## src/rtl/sequential_divider.sv

```systemverilog
// sequential_divider: iterative unsigned restoring divider, one quotient bit
// per enabled clock. Computes q = n / d and r = n % d behind a start/busy/done
// handshake; results hold until the next completion.
module sequential_divider #(
   parameter int WIDTH_N = 16,
   parameter int WIDTH_D = 8
) (
   input  logic               clk,
   input  logic               rst,
   input  logic               en,
   input  logic               start,
   input  logic [WIDTH_N-1:0] n,
   input  logic [WIDTH_D-1:0] d,
   output logic               busy,
   output logic               done,
   output logic [WIDTH_N-1:0] q,
   output logic [WIDTH_D-1:0] r,
   output logic               div_by_zero
);

   // Counter must hold WIDTH_N-1; keep at least one bit for WIDTH_N == 1.
   localparam int CNT_W = (WIDTH_N > 1) ? $clog2(WIDTH_N) : 1;

   typedef enum logic [1:0] {
      IDLE = 2'd0,
      CALC = 2'd1,
      DONE = 2'd2
   } state_t;

   state_t             state_q, state_d;
   logic [WIDTH_N-1:0] dvd_q,   dvd_d;    // dividend shifting out, quotient shifting in
   logic [WIDTH_D-1:0] dvs_q,   dvs_d;    // latched divisor
   logic [WIDTH_D:0]   rem_q,   rem_d;    // partial remainder, one guard bit
   logic [CNT_W-1:0]   cnt_q,   cnt_d;    // steps remaining after the current one
   logic [WIDTH_N-1:0] q_q,     q_d;
   logic [WIDTH_D-1:0] r_q,     r_d;
   logic               dbz_q,   dbz_d;

   // One restoring step. The shifted remainder is kept one bit wider than the
   // partial remainder so the sign of the trial difference is exact: the
   // shifted value is always below 2*d, so it cannot overflow either way.
   logic [WIDTH_D+1:0] shifted;
   logic [WIDTH_D+1:0] trial;
   logic               qbit;
   logic [WIDTH_D:0]   rem_step;
   logic [WIDTH_N-1:0] dvd_step;

   // Combinational trial subtraction for the CALC step.
   always_comb begin
      shifted  = {rem_q, dvd_q[WIDTH_N-1]};
      trial    = shifted - {2'b00, dvs_q};
      qbit     = ~trial[WIDTH_D+1];
      rem_step = qbit ? trial[WIDTH_D:0] : shifted[WIDTH_D:0];
      dvd_step = (dvd_q << 1) | WIDTH_N'(qbit);
   end

   // Next-state and datapath update; with en low every register holds.
   always_comb begin
      state_d = state_q;
      dvd_d   = dvd_q;
      dvs_d   = dvs_q;
      rem_d   = rem_q;
      cnt_d   = cnt_q;
      q_d     = q_q;
      r_d     = r_q;
      dbz_d   = dbz_q;
      if (en) begin
         case (state_q)
            IDLE: begin
               if (start) begin
                  dvd_d = n;
                  dvs_d = d;
                  rem_d = '0;
                  if (d != '0) begin
                     cnt_d   = CNT_W'(WIDTH_N - 1);
                     state_d = CALC;
                  end else begin
                     // Division by zero skips the iteration entirely.
                     q_d     = '1;
                     r_d     = '0;
                     dbz_d   = 1'b1;
                     state_d = DONE;
                  end
               end
            end
            CALC: begin
               dvd_d = dvd_step;
               rem_d = rem_step;
               if (cnt_q == '0) begin
                  // Last step: publish the result on the edge entering DONE.
                  q_d     = dvd_step;
                  r_d     = rem_step[WIDTH_D-1:0];
                  dbz_d   = 1'b0;
                  state_d = DONE;
               end else begin
                  cnt_d = cnt_q - CNT_W'(1);
               end
            end
            DONE: begin
               state_d = IDLE;
            end
            default: begin
               state_d = IDLE;
            end
         endcase
      end
   end

   // State and datapath registers; reset overrides enable.
   always_ff @(posedge clk) begin
      if (rst) begin
         state_q <= IDLE;
         dvd_q   <= '0;
         dvs_q   <= '0;
         rem_q   <= '0;
         cnt_q   <= '0;
         q_q     <= '0;
         r_q     <= '0;
         dbz_q   <= 1'b0;
      end else begin
         state_q <= state_d;
         dvd_q   <= dvd_d;
         dvs_q   <= dvs_d;
         rem_q   <= rem_d;
         cnt_q   <= cnt_d;
         q_q     <= q_d;
         r_q     <= r_d;
         dbz_q   <= dbz_d;
      end
   end

   assign busy        = (state_q == CALC);
   assign done        = (state_q == DONE);
   assign q           = q_q;
   assign r           = r_q;
   assign div_by_zero = dbz_q;

endmodule
```

## config.mk

```make
export PLATFORM = sky130hd
export DESIGN_NAME = sequential_divider
export DESIGN_NICKNAME = d
export VERILOG_FILES = /design/src/rtl/sequential_divider.sv
export SDC_FILE = /design/constraint.sdc
export NUM_CORES = 1
export LEC_CHECK = 0
export ABC_AREA = 1
export CAP_MARGIN = 40
export CORE_MARGIN = 2
export CORE_UTILIZATION = 57
export CTS_CLUSTER_SIZE = 25
export DETAILED_ROUTE_END_ITERATION = 16
export GPL_ROUTABILITY_DRIVEN = 0
export HOLD_SLACK_MARGIN = 0.1
export MAX_ROUTING_LAYER = met4
export PLACE_DENSITY = 0.88
export SLEW_MARGIN = 15
export SYNTH_ARGS = -nofsm -noshare
export SYNTH_HDL_FRONTEND = slang
export SYNTH_SLANG_ARGS = --single-unit
export TNS_END_PERCENT = 100
```

## constraint.sdc

```tcl
create_clock -name clk -period 2.7 [get_ports clk]
set_input_delay 0.27 -clock clk [delete_from_list [all_inputs] [get_ports clk]]
set_output_delay 0.27 -clock clk [all_outputs]
set_load 0.02 [all_outputs]
```

; ---- Yosys cells after proc, flatten, opt, wreduce, memory -nomap -nowiden
; Index checks and enable logic that the tools add are counted.
; Widths: inputs -> output; s select.
[totals]
regBits = 64
in_bits = 28
wordCells = 53
output_inout_bits = 27
[op_classes]
reduce_logical = 9
addsub = 2
mux = 25
bitwise_logic = 2
n_eq_ne = 7
[op_table]
columns = cell, n
row1 = $mux 16, 4
row2 = $pmux 16 s2, 2
row3 = $mux 8, 3
row4 = $mux 9, 2
row5 = $pmux 9 s2, 1
row6 = $or 16x1->16, 1
row7 = $pmux 8 s2, 1
row8 = $mux 4, 3
row9 = $reduce_and 5->1, 2
row10 = $sub 10x8->10, 1
row11 = $reduce_and 3->1, 3
row12 = $ne 2x2->1 const B, 4
row13 = $pmux 4 s2, 1
row14 = $reduce_bool 8->1, 1
row15 = $mux 2, 3
row16 = $logic_not 4->1, 1
row17 = $pmux 2 s2, 1
row18 = $sub 4x1->4 const B, 1
row19 = $mux 1, 3
row20 = $eq 2x1->1 const B, 1
row21 = $eq 2x2->1 const B, 1
row22 = $logic_not 2->1, 1
row23 = $ne 2x1->1 const B, 1
row24 = $pmux 1 s2, 1
row25 = other kinds (2), 2

; ---- Longest topological paths before layout
[logic_depth]
ltp_word = 5
depth_mapped = 14
ltp_nobuf = 14

; ---- Worst setup path after synthesis
; No wires, ideal clock.
[synth_timing]
path_type = register to register
startpoint = register dvd_q[15]
endpoint = register r_q[6] (netlist: r[6])
stages_incl_launch_ff = 12
arrival_time_ps = 1724
setup_time_ps = 109
setup_slack_ps = 867
synth_period_minus_slack_ps = 1833
required_time_ps = 2591
n_path_buf = 0
path_cell_list = dfxtp_1 inv_1 ha_1 fa_1 o21ai_0 nand2_1 nand3_1 nand2_1 nand3_1 nand3_1 nand2_1 inv_1
[synth_between]
elab_chain_cells = 4
[synth_rtl]
columns = item, line
row1 = "start, declared", 31  ; logic [WIDTH_N-1:0] dvd_q, dvd_d;
row2 = "start signal, assigned", 122  ; dvd_q <= dvd_d;
row3 = $sub 10x8->10, 51  ; trial = shifted - {2'b00, dvs_q};
row4 = $mux 9, 53  ; rem_step = qbit ? trial[WIDTH_D:0] : shifted[WIDTH_D:0];
row5 = $mux 8, 89  ; if (cnt_q == '0) begin
row6 = $pmux 8 s2, 68  ; case (state_q)
row7 = "end signal, assigned", 127  ; r_q <= r_d;
row8 = "end, declared", 36  ; logic [WIDTH_D-1:0] r_q, r_d;
; No other way between the ends. The select of a mux whose other input is x is not followed.
; A chain may end at the register's enable or synchronous reset.

; ---- Worst setup path after layout
; Same ends and word-level chain as after synthesis.

==> results_dict.tcl <==
set metrics [dict create \
    status "finished clean" \
    dpl.hpwl_mm 5.43 \
    fill_cells 461 \
    cp_max_fo 3 \
    grt_use_total_pct 27.8 \
    path_clk_slew_ps 70 \
    insertedDiodeCount 0 \
    timing.slew.headroom_pct 41.0 \
    period_needed_ps 2120 \
    ctsResizeCount 0 \
    cts-root-buf "clkbuf_8" \
    end_kind "flop" \
    initialDrtViolationCount 187 \
    worst_pin_slew_ps 884 \
    path_cells "inv_1 -> ha_1 -> fa_1 -> o21ai_0 -> nand2_1 -> nand3_1 -> nand2_1 -> nand3_1 -> nand3_1 -> nand2_1 -> inv_1" \
    die_area_um2 6280 \
    clock-sinks 64 \
    via_count 3159 \
    die_h_um 79.3 \
    syn_area_um2 3230 \
    seq_area_frac_synth_pct 39.7 \
    nets 536 \
    period_share_pct 78.6 \
    cts_buffer_depth 2 \
    report.final.slew_viol_count 0 \
    post_drt_via_cell_ratio 5.49 \
    hold_path.class "reg -> reg" \
    tritoncts "done" \
    grt_pass1_vias 3005 \
    required_ps 2950 \
    post-synth-top-area-cell "dfxtp_1" \
    synthFlopType "dfxtp_1" \
    slowest_stage "fa_1" \
    powerDensity_nw_per_um2 652 \
    tns_ps 0 \
    syn_inst 450 \
    core_area_um2 5470 \
    cts_made_buffers 9 \
    setup_violations 0 \
    post_cts_buffers 0 \
    ctsHoldBuffers 0 \
    reg2reg_from "dvd_q[15]" \
    rr_worst_depth 11 \
    antenna_found_initial 0 \
    worstSetupPathType "reg -> reg" \
    critPathArrivalTime_ps 2380 \
    wl_mm 7.93 \
    crit_path_start "dvd_q[15]" \
    crit_path_start_kind "flop" \
    area_growth_syn_to_layout_pct 22.8 \
    place_ws_ps 568 \
    rows 27 \
    cpPeakStageDelay_ps 410 \
    drive_above_1_share_pct 6.16 \
    ys_top_cells_by_count "nor2_1, dfxtp_1, nand2_1" \
    layout_setup_ws_ps 577 \
    drtPass1Iterations 5 \
    drc_errors 0 \
    rrSetupSlack_ps 580 \
    whs_endpoint "cnt_q[0]" \
    synth.avg_cell_area_um2 7.17 \
    syn_nets 488 \
    grt_pass1_wl_mm 13.3 \
    hp-start "cnt_q[0]" \
    min_path_cells 1 \
    fin_skew_ps 8.34 \
    r2r_end "r[6]" \
    start_util_pct 59.0 \
    yosys_register_bits 64 \
    synth_top_area_share_pct 39.7 \
    synth_edf_count 0 \
    routedWlPerCell_um 13.8 \
    die_w_um 79.3 \
    ys_types 29 \
    synthTopCellsByArea "dfxtp_1, nor2_1, nand2_1, nand3_1, inv_1" \
    ios 55 \
    power_leakage_nw 1.79 \
    io_buffers 54 \
    clk-insertion-delay-late_ps 350 \
    htreeDepth 3 \
    grt_max_degree 35 \
    synthArstFlopShare_pct 0 \
    synthMostInstantiatedCell "nor2_1" \
    finalHoldViolCount 0 \
    worst_ir_drop_vdd_v 0.000464 \
    overflow 0 \
    synth_warnings 0 \
    fin_util_pct 72.4 \
    drtAntennaViolNets 0 \
    max_freq_mhz 471 \
    drv_cap 0 \
    rsz0062_at_grt "false" \
]
-- cell usage in the layout, fill, tap and decap left out, drive strengths merged --
cell type      synthesis  layout
o21ai                 31      31
o211ai                 1       1
a21o                   1       1
nand2                 65      65
dfxtp                 64      64
buf                   14       6
nor3                   1       1
nand3                 45      45
a21oi                 38      38
xor2                   3       3
clkdlybuf4s50          0      54
ha                     9       9
o21bai                15      15
nor2                  82      82
clkbuf                 9      12
clkinv                 0       2
a211oi                15      15
nand4                  3       3
inv                   52      53
xnor2                  1       1
fa                     1       1
bufinv                 0       1
-- logic make-up after synthesis --
kind of cell,count (synthesis),synth area share (%)
and+or+nand+nor,196,25.8
DFF,64,39.7
AOI/OAI and AO/OA,101,18.6
xor gates and xnor gates,4,1.09
adders and majority gates,10,4.11
buffers and inverters,75,10.7
-- critical path, delay by kind of cell, from the launching register on --
family / cells / cell delay (ps)
AOI/OAI and AO/OA: 1 / 400
adders and majority gates: 2 / 630
buffers and inverters: 2 / 90
DFF: 1 / 370
and+or+nand+nor: 6 / 540
-- how the worst max path moves through the flow --
stage,end,slack (ps),depth (start not counted)
final,r[6],580,11
after global routing,r[6],410,12
after CTS,r[6],600,11
after detailed placement,q[8],570,9
after global placement,q[4],660,9
after floorplan,r[6],870,11
-- power by group --
group / internal [W] / total [W] / switching, W
Clock: 0.000456 / 0.000839 / 0.000383
Sequential: 0.00102 / 0.00107 / 0.0000469
Combinational: 0.000262 / 0.000679 / 0.000417
-- routing by layer --
metal / vias to the layer above / track usage (%) / routed length [um]
met5: - / - / 0
met1: 1481 / 31.8 / 3320
met3: 18 / 5.11 / 342
li1: 1565 / - / -
met4: 0 / 11.6 / 184
met2: 95 / 47.9 / 4080
-- registers in the layout, indices dropped and copies added, names as in the netlist --
name         cells
state_q          2
dvs_q            8
div_by_zero      1
cnt_q            4
rem_q            9
dvd_q           16
r                8
q               16
-- stage by stage --
step	hold WS (ps)	cells	total power (W)	area (um^2)
2_1_floorplan	403	450	0.00156	3230
3_3_place_gp	410	559	0.00172	3760
3_5_place_dp	419	559	0.00175	3760
4_1_cts	429	575	0.00257	3960
5_1_grt	443	575	0.00273	3960
6_report	425	575	0.00258	3960
-- layout make-up --
cell class,count,area [um^2],area share [%]
Multi-Input combinational cell,311,1600,40.4
Sequential cell,64,1280,32.3
Timing Repair Buffer,60,598,15.1
Inverter,52,195,4.93
Clock buffer,12,145,3.66
Tap cell,72,90.1,2.27
Clock inverter,4,52.6,1.33
(Power assumes the default switching activity.)
==> RTL edit: new RTL, config.mk and constraints unchanged <==
The parameter `WIDTH_N` goes from 16 to 8.
--- a/src/rtl/sequential_divider.sv
+++ b/src/rtl/sequential_divider.sv
@@ -2,7 +2,7 @@
 // per enabled clock. Computes q = n / d and r = n % d behind a start/busy/done
 // handshake; results hold until the next completion.
 module sequential_divider #(
-   parameter int WIDTH_N = 16,
+   parameter int WIDTH_N = 8,
    parameter int WIDTH_D = 8
 ) (
    input  logic               clk,
Ports: changed (resized n and q); port bits go from 55 to 39. No check against the original RTL was run, so the function may have changed too.
==> RTL edit against the unedited design <==
Setup slack improved by 79 ps; cell area decreased by 24%; sequential cell count decreased by 17; synthesized area decreased by 21%; final cell count decreased by 19%; total power decreased by 30%; clock power decreased by 46%; routed wire length decreased by 28%; largest cell class unchanged.
==> RTL edit: results (changes against the unedited design) <==
[timing]
post-route-min-period_ps = 2040  ; -79.2 ps
timing.hold.ws_ps = 461  ; +36.3 ps
finClkSkew_ps = 9.62  ; +1.28 ps
max_slew.worst_pin.slew_ps = 516  ; -368 ps

[route]
wl_met1_um = 2410  ; -27%
met2WireLength_um = 2910  ; -29%
drt_iter0_drc = 137  ; -27%
wl_met3_um = 229  ; -33%
wire_per_inst_um = 12.4  ; -10%
viasPerCell = 5.45  ; -0.77%

[global_routing]
grt_pass1_wl_um = 9950  ; -25%
grt_pass1_vias = 2408  ; -20%
grt_usage_pct = 25.1  ; -2.7 points

[placed_design]
placed_area_um2 = 2930  ; -22%
port_buffers = 38  ; -30%
dp_slack_ps = 617  ; +48.6 ps
hpwl_um = 4150  ; -24%

[cells_and_area]
instances_no_fill = 463  ; -19%
non_clock_buffer_count = 41  ; -32%
comb.multi_input.count = 262  ; -16%
multi_input_area_share_pct = 43.1  ; +2.8 points
multi_input_area_um2 = 1310  ; -18%
clkCellAreaFrac_pct = 3.18  ; -1.8 points
fin_nets = 441  ; -18%
seq_area_share_pct = 31.1  ; -1.3 points
clock_buffers = 6  ; -6
design.seq.count = 47  ; -27%
nFillCells = 393  ; -15%

[clock_network]
cts_buffers = 5  ; -4
insertion_delay_ps = 310  ; -40 ps
h-tree-depth = 2  ; -1
clkTransAtPathRegs_ps = 90  ; +20 ps

[worst_setup_path]
reg2reg_slack_ps = 660  ; +80 ps
worstSetupStartpoint = dvd_q[7]
critPathArrivalTime_ps = 2260  ; -120 ps

[logic_synthesis]
synthesis.nets = 408  ; -16%
seq_area_frac_synth_pct = 36.9  ; -2.8 points
syn_inst = 377  ; -16%

[power_and_ir_drop]
p_leak_nw = 1.41  ; -21%
vdd_drop_max_mv = 0.355  ; -24%
p_switching_w = 0.000629  ; -26%

[worst_hold_path]
hp-start = dvs_q[0]
min_to = dvs_q[0]
holdPathStages = 2  ; +1

[status]
status = completed

## RTL edit: changes by cell type after synthesis, sizes merged, moves of 8 or more
cell    delta
a211oi    -13
a21oi     -15
o21bai    -14
nand2     +12
dfxtp     -17
o21ai      -8
nor2      -24
## RTL edit: logic make-up (layout without fill, tap and decap cells)
kind of cell | after synthesis | in the layout | synth area share [%]
buf+inv | 68 | 102 | 11.8
flops | 47 | 47 | 36.9
compound gates | 57 | 57 | 12.5
fa+ha+maj | 11 | 11 | 5.70
xor+xnor | 3 | 3 | 1.03
simple gates | 191 | 191 | 32.0
## RTL edit: power by group through the flow
stage	Clock, W	Combinational, W	Sequential, W
CTS	0.000465	0.000558	0.000785
detailed placement	0	0.000550	0.000801
global placement	0	0.000536	0.000799
global route	0.000487	0.000633	0.000793
finish	0.000453	0.000560	0.000785
floorplan	0	0.000399	0.000807
## RTL edit: metal layers
layer  GRT usage, %  up-vias
met5              -        -
met4           10.7        0
met3           4.84       20
met2           43.8       58
met1           27.9     1162
li1               -     1284
